===== src/rtl/axi_lite_master_port_if.sv =====
// axi_lite_master_port_if: AXI4-Lite bus bundle with master and slave views
interface axi_lite_master_port_if #(
  parameter int DATA_WIDTH = 32,
  parameter int ADDR_WIDTH = 16
);
  logic [ADDR_WIDTH-1:0] AWADDR;
  logic AWVALID, AWREADY;
  logic [DATA_WIDTH-1:0] WDATA;
  logic [DATA_WIDTH/8-1:0] WSTRB;
  logic WVALID, WREADY;
  logic [1:0] BRESP;
  logic BVALID, BREADY;
  logic [ADDR_WIDTH-1:0] ARADDR;
  logic ARVALID, ARREADY;
  logic [DATA_WIDTH-1:0] RDATA;
  logic [1:0] RRESP;
  logic RVALID, RREADY;
  modport master (
    output AWADDR, AWVALID, input AWREADY,
    output WDATA, WSTRB, WVALID, input WREADY,
    input BRESP, BVALID, output BREADY,
    output ARADDR, ARVALID, input ARREADY,
    input RDATA, RRESP, RVALID, output RREADY
  );
  modport slave (
    input AWADDR, AWVALID, output AWREADY,
    input WDATA, WSTRB, WVALID, output WREADY,
    output BRESP, BVALID, input BREADY,
    input ARADDR, ARVALID, output ARREADY,
    output RDATA, RRESP, RVALID, input RREADY
  );
endinterface


===== src/rtl/axi_lite_master_port.sv =====
// axi_lite_master_port: single-outstanding AXI4-Lite initiator for a word-addressed cmd/rsp port; AXIL_MASTER_TIMEOUT_EN adds a response watchdog and DRAIN state
module axi_lite_master_port #(
  parameter int DATA_WIDTH = 32,
  parameter int ADDR_WIDTH = 16,
  parameter int TIMEOUT_CYCLES = 1024
) (
  input  logic ACLK,
  input  logic ARESET,
  input  logic cmd_valid,
  output logic cmd_ready,
  input  logic cmd_write,
  input  logic [ADDR_WIDTH-3:0] cmd_addr,
  input  logic [DATA_WIDTH-1:0] cmd_wdata,
  input  logic [DATA_WIDTH/8-1:0] cmd_wstrb,
  output logic rsp_valid,
  input  logic rsp_ready,
  output logic [DATA_WIDTH-1:0] rsp_rdata,
  output logic [1:0] rsp_resp,
  axi_lite_master_port_if.master m
);
  typedef enum logic [2:0] {IDLE, WRITE, WRESP, READ, RRESP, RSP
`ifdef AXIL_MASTER_TIMEOUT_EN
    , DRAIN
`endif
  } state_t;
  state_t st, nxt, rsp_nxt;
  logic [ADDR_WIDTH-1:0] addr;
  logic [DATA_WIDTH-1:0] wdata, rdata;
  logic [DATA_WIDTH/8-1:0] wstrb;
  logic [1:0] resp;
  logic aw_done, w_done, to, drn;
  logic aw_hs, w_hs, b_cap, r_cap, active;
  if (DATA_WIDTH % 8 != 0 || TIMEOUT_CYCLES < 1) begin : g_bad_param
    $error("axi_lite_master_port: DATA_WIDTH must be a multiple of 8 and TIMEOUT_CYCLES positive");
  end
  assign aw_hs = m.AWVALID && m.AWREADY;
  assign w_hs = m.WVALID && m.WREADY;
  assign b_cap = m.BVALID && m.BREADY && (st == WRITE || st == WRESP);
  assign r_cap = m.RVALID && m.RREADY && (st == READ || st == RRESP);
  assign active = st == WRITE || st == WRESP || st == READ || st == RRESP;
`ifdef AXIL_MASTER_TIMEOUT_EN
  localparam int CW = $clog2(TIMEOUT_CYCLES + 1);
  logic [CW-1:0] cnt;
  logic drain;
  assign to = active && cnt == CW'(TIMEOUT_CYCLES - 1) && !b_cap && !r_cap;
  assign drn = st == DRAIN;
  assign rsp_nxt = drain ? DRAIN : IDLE;
  // watchdog counter plus the flag that routes a timed-out response through DRAIN
  always_ff @(posedge ACLK)
    if (ARESET) begin
      cnt <= '0;
      drain <= 1'b0;
    end else begin
      cnt <= active ? cnt + 1'b1 : '0;
      drain <= to ? 1'b1 : (st == RSP && rsp_ready) ? 1'b0 : drain;
    end
`else
  assign to = 1'b0;
  assign drn = 1'b0;
  assign rsp_nxt = IDLE;
`endif
  // state register
  always_ff @(posedge ACLK) st <= ARESET ? IDLE : nxt;
  // next-state: early B/R responses win over the address-phase bookkeeping
  always_comb begin
    nxt = st;
    case (st)
      IDLE:  nxt = cmd_valid ? (cmd_write ? WRITE : READ) : IDLE;
      WRITE: nxt = (b_cap || to) ? RSP : ((aw_done || aw_hs) && (w_done || w_hs)) ? WRESP : WRITE;
      WRESP: nxt = (b_cap || to) ? RSP : WRESP;
      READ:  nxt = (r_cap || to) ? RSP : (m.ARVALID && m.ARREADY) ? RRESP : READ;
      RRESP: nxt = (r_cap || to) ? RSP : RRESP;
      RSP:   nxt = rsp_ready ? rsp_nxt : RSP;
`ifdef AXIL_MASTER_TIMEOUT_EN
      DRAIN: nxt = ((m.BVALID && m.BREADY) || (m.RVALID && m.RREADY)) ? IDLE : DRAIN;
`endif
      default: nxt = IDLE;
    endcase
  end
  // command capture, per-channel handshake tracking and response capture
  always_ff @(posedge ACLK)
    if (ARESET) begin
      addr <= '0;
      wdata <= '0;
      wstrb <= '0;
      aw_done <= 1'b0;
      w_done <= 1'b0;
      rdata <= '0;
      resp <= 2'b00;
    end else begin
      if (st == IDLE && cmd_valid) begin
        addr <= {cmd_addr, 2'b00};
        wdata <= cmd_wdata;
        wstrb <= cmd_wstrb;
        aw_done <= 1'b0;
        w_done <= 1'b0;
      end
      if (aw_hs) aw_done <= 1'b1;
      if (w_hs) w_done <= 1'b1;
      if (to) begin
        rdata <= '0;
        resp <= 2'b11;
      end
      if (b_cap) begin
        rdata <= '0;
        resp <= m.BRESP;
      end
      if (r_cap) begin
        rdata <= m.RDATA;
        resp <= m.RRESP;
      end
    end
  // outputs decoded from state; VALIDs drop the cycle after their own handshake
  always_comb begin
    cmd_ready = st == IDLE;
    rsp_valid = st == RSP;
    m.AWVALID = st == WRITE && !aw_done;
    m.WVALID = st == WRITE && !w_done;
    m.BREADY = st == WRITE || st == WRESP || drn;
    m.ARVALID = st == READ;
    m.RREADY = st == READ || st == RRESP || drn;
  end
  assign m.AWADDR = addr;
  assign m.ARADDR = addr;
  assign m.WDATA = wdata;
  assign m.WSTRB = wstrb;
  assign rsp_rdata = rdata;
  assign rsp_resp = resp;
endmodule


===== src/flat_wrapper.sv =====
// flat-port wrapper written by rule: the top's interface ports become plain ports
module axi_lite_master_port_flat 
#(
  parameter int DATA_WIDTH = 32,
  parameter int ADDR_WIDTH = 16,
  parameter int TIMEOUT_CYCLES = 1024
)
  (ACLK, ARESET, cmd_valid, cmd_ready, cmd_write, cmd_addr, cmd_wdata, cmd_wstrb, rsp_valid, rsp_ready, rsp_rdata, rsp_resp, m_AWADDR, m_AWVALID, m_AWREADY, m_WDATA, m_WSTRB, m_WVALID, m_WREADY, m_BRESP, m_BVALID, m_BREADY, m_ARADDR, m_ARVALID, m_ARREADY, m_RDATA, m_RRESP, m_RVALID, m_RREADY);
  axi_lite_master_port_if #(.DATA_WIDTH(DATA_WIDTH), .ADDR_WIDTH(ADDR_WIDTH)) m_i ();
  input  logic ACLK;
  input  logic ARESET;
  input  logic cmd_valid;
  output logic cmd_ready;
  input  logic cmd_write;
  input  logic [ADDR_WIDTH-3:0] cmd_addr;
  input  logic [DATA_WIDTH-1:0] cmd_wdata;
  input  logic [DATA_WIDTH/8-1:0] cmd_wstrb;
  output logic rsp_valid;
  input  logic rsp_ready;
  output logic [DATA_WIDTH-1:0] rsp_rdata;
  output logic [1:0] rsp_resp;
  output wire logic [$bits(m_i.AWADDR)-1:0] m_AWADDR;
  output wire logic [$bits(m_i.AWVALID)-1:0] m_AWVALID;
  input wire logic [$bits(m_i.AWREADY)-1:0] m_AWREADY;
  output wire logic [$bits(m_i.WDATA)-1:0] m_WDATA;
  output wire logic [$bits(m_i.WSTRB)-1:0] m_WSTRB;
  output wire logic [$bits(m_i.WVALID)-1:0] m_WVALID;
  input wire logic [$bits(m_i.WREADY)-1:0] m_WREADY;
  input wire logic [$bits(m_i.BRESP)-1:0] m_BRESP;
  input wire logic [$bits(m_i.BVALID)-1:0] m_BVALID;
  output wire logic [$bits(m_i.BREADY)-1:0] m_BREADY;
  output wire logic [$bits(m_i.ARADDR)-1:0] m_ARADDR;
  output wire logic [$bits(m_i.ARVALID)-1:0] m_ARVALID;
  input wire logic [$bits(m_i.ARREADY)-1:0] m_ARREADY;
  input wire logic [$bits(m_i.RDATA)-1:0] m_RDATA;
  input wire logic [$bits(m_i.RRESP)-1:0] m_RRESP;
  input wire logic [$bits(m_i.RVALID)-1:0] m_RVALID;
  output wire logic [$bits(m_i.RREADY)-1:0] m_RREADY;
  assign m_AWADDR = m_i.AWADDR;
  assign m_AWVALID = m_i.AWVALID;
  assign m_i.AWREADY = m_AWREADY;
  assign m_WDATA = m_i.WDATA;
  assign m_WSTRB = m_i.WSTRB;
  assign m_WVALID = m_i.WVALID;
  assign m_i.WREADY = m_WREADY;
  assign m_i.BRESP = m_BRESP;
  assign m_i.BVALID = m_BVALID;
  assign m_BREADY = m_i.BREADY;
  assign m_ARADDR = m_i.ARADDR;
  assign m_ARVALID = m_i.ARVALID;
  assign m_i.ARREADY = m_ARREADY;
  assign m_i.RDATA = m_RDATA;
  assign m_i.RRESP = m_RRESP;
  assign m_i.RVALID = m_RVALID;
  assign m_RREADY = m_i.RREADY;
  axi_lite_master_port #(.DATA_WIDTH(DATA_WIDTH), .ADDR_WIDTH(ADDR_WIDTH), .TIMEOUT_CYCLES(TIMEOUT_CYCLES)) u_core (.ACLK(ACLK), .ARESET(ARESET), .cmd_valid(cmd_valid), .cmd_ready(cmd_ready), .cmd_write(cmd_write), .cmd_addr(cmd_addr), .cmd_wdata(cmd_wdata), .cmd_wstrb(cmd_wstrb), .rsp_valid(rsp_valid), .rsp_ready(rsp_ready), .rsp_rdata(rsp_rdata), .rsp_resp(rsp_resp), .m(m_i));
endmodule

===== config.mk =====
export PLATFORM = sky130hd
export DESIGN_NAME = axi_lite_master_port_flat
export DESIGN_NICKNAME = d
export VERILOG_FILES = /design/src/rtl/axi_lite_master_port_if.sv /design/src/rtl/axi_lite_master_port.sv /design/src/flat_wrapper.sv
export SDC_FILE = /design/constraint.sdc
export NUM_CORES = 1
export LEC_CHECK = 0
export ABC_AREA = 0
export CAP_MARGIN = 10
export CORE_MARGIN = 3
export CORE_UTILIZATION = 23
export DETAILED_ROUTE_END_ITERATION = 16
export GPL_ROUTABILITY_DRIVEN = 0
export SETUP_SLACK_MARGIN = 0.4
export SYNTH_ARGS = -nofsm -noshare
export SYNTH_HDL_FRONTEND = slang
export SYNTH_SLANG_ARGS = --single-unit

===== constraint.sdc =====
create_clock -name ACLK -period 2 [get_ports ACLK]
set_input_delay 0.4 -clock ACLK [delete_from_list [all_inputs] [get_ports ACLK]]
set_output_delay 0.4 -clock ACLK [all_outputs]
set_load 0.005 [all_outputs]

Yosys cells after proc, flatten, opt, wreduce, memory -nomap -nowiden
Cells that the tools add are included.
{ "totals": {"ff_bits": 89, "latch_bits": 0, "ramBits": 0, "romBits": 0, "input_bits": 96, "output_inout_bits": 109, "word_cells": 51, "mem_count": 0} }
{ "classes": {"add_sub_neg": 0, "mul": 0, "div": 0, "n_lt_le_gt_ge": 0, "eq_ne": 5, "n_shift": 0, "muxes": 17, "bitwise": 0, "reduce_logical": 21} }
{ "op_table": {"columns": ["cell", "n"], "rows": [
  ["2-to-1 mux 32 bit", 2],
  ["2-to-1 mux 3 bit", 6],
  ["one-hot mux 3 bit (6 select lines)", 1],
  ["logical AND 1 bit", 11],
  ["2-to-1 mux 2 bit", 4],
  ["== test 3 x 2 -> 1 bit, second input constant", 2],
  ["== test 3 bit, second input constant", 2],
  ["nonzero test 2 bit", 3],
  ["logical OR 1 bit", 4],
  ["2-to-1 mux 1 bit", 4],
  ["== test 3 x 1 -> 1 bit, second input constant", 1],
  ["zero test 3 bit", 1],
  ["zero test 1 bit", 2]
]} }

Longest topological paths before layout
{ "depth": {"depth_word": 8, "depth_mapped": 7, "ltp_nobuf": 4} }

Worst setup path before layout
Ideal clock, no wire load.
{ "synth_timing": {"path_type": "reg2reg", "start": "register u_core.st[1]", "end": "register u_core.rdata[10] (netlist: u_core.rsp_rdata[10])", "setup_ns": 0.117, "arrival_ns": 1.332, "t_required_ns": 1.883, "path_slack_ns": 0.551, "path_stages_with_launch": 7, "path_buffers": 2, "period_less_slack_ns": 1.449, "path_cell_list": "dfxtp_1 buf_6 nand2b_1 a311oi_2 nor3_4 buf_6 a22o_1"} }
{ "synth_between": {"elab_chain_cells": 5, "elab_cells_between_ends": 12, "classes_between": "eq/ne (4); mux (1); reduce/logical (7)"} }
{ "synth_rtl": {"columns": ["item", "line_no", "source"], "rows": [
  ["start, declared", "axi_lite_master_port.sv:26", "state_t st, nxt, rsp_nxt;"],
  ["start signal, assigned", "axi_lite_master_port.sv:63", "always_ff @(posedge ACLK) st <= ARESET ? IDLE : nxt;"],
  ["== test 3 x 2 -> 1 bit, or another cell as far along", "axi_lite_master_port.sv:39, axi_lite_master_port.sv:121", null],
  ["logical OR 1 bit, on equally long branches", null, null],
  ["logical AND 1 bit, on equally long branches (2 in series)", "axi_lite_master_port.sv:39, axi_lite_master_port.sv:38", null],
  ["2-to-1 mux 32 bit or nonzero test 2 bit (tied branches)", null, null],
  ["end signal, assigned", "axi_lite_master_port.sv:109", "rdata <= m.RDATA;"],
  ["end, declared", "axi_lite_master_port.sv:28", "logic [DATA_WIDTH-1:0] wdata, rdata;"]
]} }
Several ways; a longest one is shown, not always the timed one.
A chain may end at the register's enable or synchronous reset.

Worst setup path after layout
{ "layout_timing": {"start": "register u_core.st[2]", "end": "output port m_RREADY"} }
{ "layout_between": {"elab_chain_cells": 2, "elab_cells_between_ends": 3, "classes_between": "eq/ne (2); reduce/logical (1)"} }
{ "layout_rtl": {"columns": ["item", "line_no", "source"], "rows": [
  ["== test 3 x 2 -> 1 bit or == test 3 bit (tied branches)", "axi_lite_master_port.sv:121", "m.RREADY = st == READ || st == RRESP || drn;"],
  ["logical OR 1 bit (*)", "axi_lite_master_port.sv:121", null],
  ["end, declared", "flat_wrapper.sv:38", "output wire logic [$bits(m_i.RREADY)-1:0] m_RREADY;"]
]} }
Mark *: on every way between the ends. The rest lies on a longest branch, timed or not.

==> summary.txt <==
Status
  – Status: completed

Timing
  – Setup TNS Final: 0 ns
  – Time the worst path needs with I/O delays and setup: 1.67 ns
  – Fin. Hold Viols: 0
  – Max-slew violations: 0
  – RSZ-0062 raised after global routing: yes
  – Slew @ Worst Pin: 0.645 ns
  – Worst Skew: 0.00424 ns
  – Fmax: 0.599 GHz
  – Slew HR: 0.570
  – Final worst path period share: 0.835
  – Hold_ws: 0.451 ns
  – Final setup viols: 0

Yosys
  – Top cell type's share of synthesized area: 0.527
  – Area of the mapped netlist: 0.00338 sq mm
  – Post-synthesis xor/xnor area fraction: 0.00814
  – Synth Area in Compound Gates: 0.192
  – Area share of fa/ha/maj cells after synthesis: 0
  – Commonest cells in the netlist: nand2_1 (106), dfxtp_1 (89), a21oi_1 (57), a22o_1 (32), buf_4 (20)
  – Top FF cell, synth: dfxtp_1
  – Cell with the most instances after synthesis: nand2_1
  – Post-Syn Instances: 374
  – Synth area leader: dfxtp_1
  – YS warnings: 0
  – Seq/Total Area, Yosys: 0.527
  – Syn avg cell area: 9.04 sq um
  – Post-synth EDFFs: 0
  – Multiplexer area fraction after synthesis: 0.00925
  – Synth cell types: 36
  – Synth Register Bits: 89
  – Post-synthesis async set-or-reset flop share: 0
  – Simple-Gate Fraction of Synth Area: 0.176
  – Top cells by area, synth: dfxtp_1 (53%), nand2_1 (12%), a21oi_1 (8.4%)
  – Largest family of logic cells by synthesized area: compound AO/OA/AOI/OAI gates

Worst setup path
  – Critical path peak fanout: 4
  – Worst-path cell chain: and3b_4, or2_4, buf_6
  – Crit path arrival time: 1.27 ns
  – Startpoint Class: register
  – CP max stage cell: dfxtp_4
  – Critical path class: reg2out
  – CP max stage delay: 0.37 ns
  – FF-to-FF setup slack: 0.38 ns
  – Critical Path RT: 1.60 ns
  – Setup crit end kind: primary output

Power and ir drop
  – Int Pwr: 4.65 mW
  – Psw: 2.09 mW
  – PwrDens: 1100 mW/mm^2
  – LEAKAGE: 3.14 nW
  – Clock share of power: 0.265
  – Total power: 6.74 mW
  – Switching share of total power: 0.310
  – Max IR drop VDD: 0.657 mV
  – Portion of total power attributed to combinational logic: 0.394
  – Sequential power share: 0.341

Final layout
  – Share of cells above drive strength 1: 0.174
  – Antenna fix cells: 0
  – Final #Nets: 672
  – P&R area growth vs syn: 80.8%
  – Fillers: 1,375
  – Final Instance Area: 0.00611 sq mm
  – Fin cells: 760

Floorplan
  – Row cnt: 43
  – Vert. Die Dim: 127 um
  – Top-level I/O count: 205
  – Die area: 0.0162 sq mm
  – Core Area: 0.0141 sq mm
  – Initial cell density of the core: 0.239
  – Die Wd: 127 um

Route
  – Final wirelength: 11.6 mm
  – Wire length per cell: 15.3 um
  – Drt via density: 4.45
  – 1st-iter DRT viols: 93
  – Pre-antenna DRT Iters: 4
  – Post-route DRC: 0
  – Antenna Violating Nets Remaining: 0
  – DR vias: 3,382

Clock tree
  – Clock slew seen by the registers of the worst setup and hold paths: 0.06 ns
  – Clock Latency Late Sink: 0.34 ns
  – TritonCTS clock tree: done
  – Longest Clk Path Bufs: 2
  – Clock root buffer: clkbuf_16
  – CTS buffer count: 9
  – Hold_buf cts: 0
  – H-tree levels: 3
  – Sink Count: 89

Global route
  – Vias in the first global route: 3,486
  – Largest net degree at the start of global routing: 58
  – First-pass GRT wire length: 17.8 mm
  – Initial antenna violation count: 1
  – Overall routing resource usage: 0.139
  – Total grt overflow: 0

Run
  – Max Cap Violations: 0

Place
  – I/O Buffers: 200
  – Placed Area: 0.00544 sq mm
  – Post-DP HPWL: 7.78 mm
  – DP Cell Count: 722

Hold path
  – Hold Path Class: reg2reg
## per-stage QoR
step	util	setup slack [ns]
global placement	0.385	-0.333
global route	0.432	0.295
floorplan	-	0.551
finish	0.432	0.331
detailed placement	0.385	-0.408
CTS	0.419	0.304
## power by group through the flow
| stage | logic (mW) | registers [mW] | clock network, mW |
|---|---|---|---|
| final | 2.66 | 2.30 | 1.79 |
| after global routing | 2.91 | 2.34 | 1.92 |
| after CTS | 2.57 | 2.30 | 1.86 |
| after detailed placement | 2.37 | 2.32 | 0 |
| after global placement | 2.35 | 2.31 | 0 |
| after floorplan | 1.18 | 2.30 | 0 |
## final cells by class
class | count | area [sq um] | share of cell area
inverter | 1 | 3.75 | 0.000614
clock buffer | 12 | 246 | 0.0403
timing repair buffer | 231 | 2320 | 0.379
clock inverter | 3 | 65.1 | 0.0106
tap | 180 | 225 | 0.0368
multi-input combinational | 244 | 1440 | 0.236
sequential | 89 | 1810 | 0.297
## per-layer routing
metal,global-route usage,vias up,wire [um]
met3,0.0648,14,1080
met5,0,-,11
li1,-,1644,-
met4,0.0467,2,182
met2,0.230,133,5530
met1,0.158,1589,4790
## cells in the final DEF, fill, tap and decap left out, types with 4 or more instances in the layout
| master | instances |
|---|---|
| a21oi_1 | 55 |
| a22o_1 | 32 |
| buf_12 | 4 |
| buf_2 | 6 |
| buf_4 | 19 |
| buf_6 | 8 |
| clkbuf_16 | 10 |
| clkdlybuf4s50_1 | 95 |
| conb_1 | 4 |
| dfxtp_1 | 70 |
| dfxtp_2 | 16 |
| dlygate4sd2_1 | 61 |
| dlymetal6s2s_1 | 36 |
| nand2_1 | 103 |
| nor2_1 | 6 |
## flip-flops by register name, indices dropped and copies added, names as in the netlist
name / count
u_core.m.WDATA: 32
u_core.rsp_rdata: 32
u_core.m.ARADDR: 14
u_core.m.WSTRB: 4
u_core.st: 3
u_core.rsp_resp: 2
u_core.aw_done: 1
u_core.w_done: 1
## worst max-delay path: cells and delay by family (launching register included)
kind | cells | cell delay, ns
flip-flops | 1 | 0.37
AND/OR/NAND/NOR | 2 | 0.45
buffers and inverters | 1 | 0.12
## worst paths after layout
kind | end | depth (start not counted) | from
max | m_RREADY | 3 | u_core.st[2]$_SDFF_PP0_
min | u_core.m.WSTRB[2]$_SDFFE_PP0P_ | 2 | u_core.m.WSTRB[2]$_SDFFE_PP0P_
max reg2reg | u_core.rsp_rdata[8]$_SDFFE_PP0P_ | 7 | u_core.st[1]$_SDFF_PP0_
min reg2reg | u_core.m.WSTRB[2]$_SDFFE_PP0P_ | 2 | u_core.m.WSTRB[2]$_SDFFE_PP0P_
## kinds of logic (layout without fill, tap and decap cells)
kind of cell              Yosys count  count (layout)
and+or+nand+nor                   134             136
AOI/OAI and AO/OA                 100             100
DFF                                89              89
buffers and inverters              46             247
muxes                               3               3
other                               1               4
xor gates and xnor gates            1               1
## repair_timing
| action | 4_1_cts | 5_1_grt |
|---|---|---|
| buffers inserted | 18 | 2 |
| cloned | 2 | 1 |
| pin swaps | 7 | 7 |
| endpoints found under the setup margin | 157 | 121 |
| endpoints found under the hold margin | 0 | 0 |
| gates resized for setup | 128 | 52 |
Note: power is estimated with default switching activity, not from simulation.
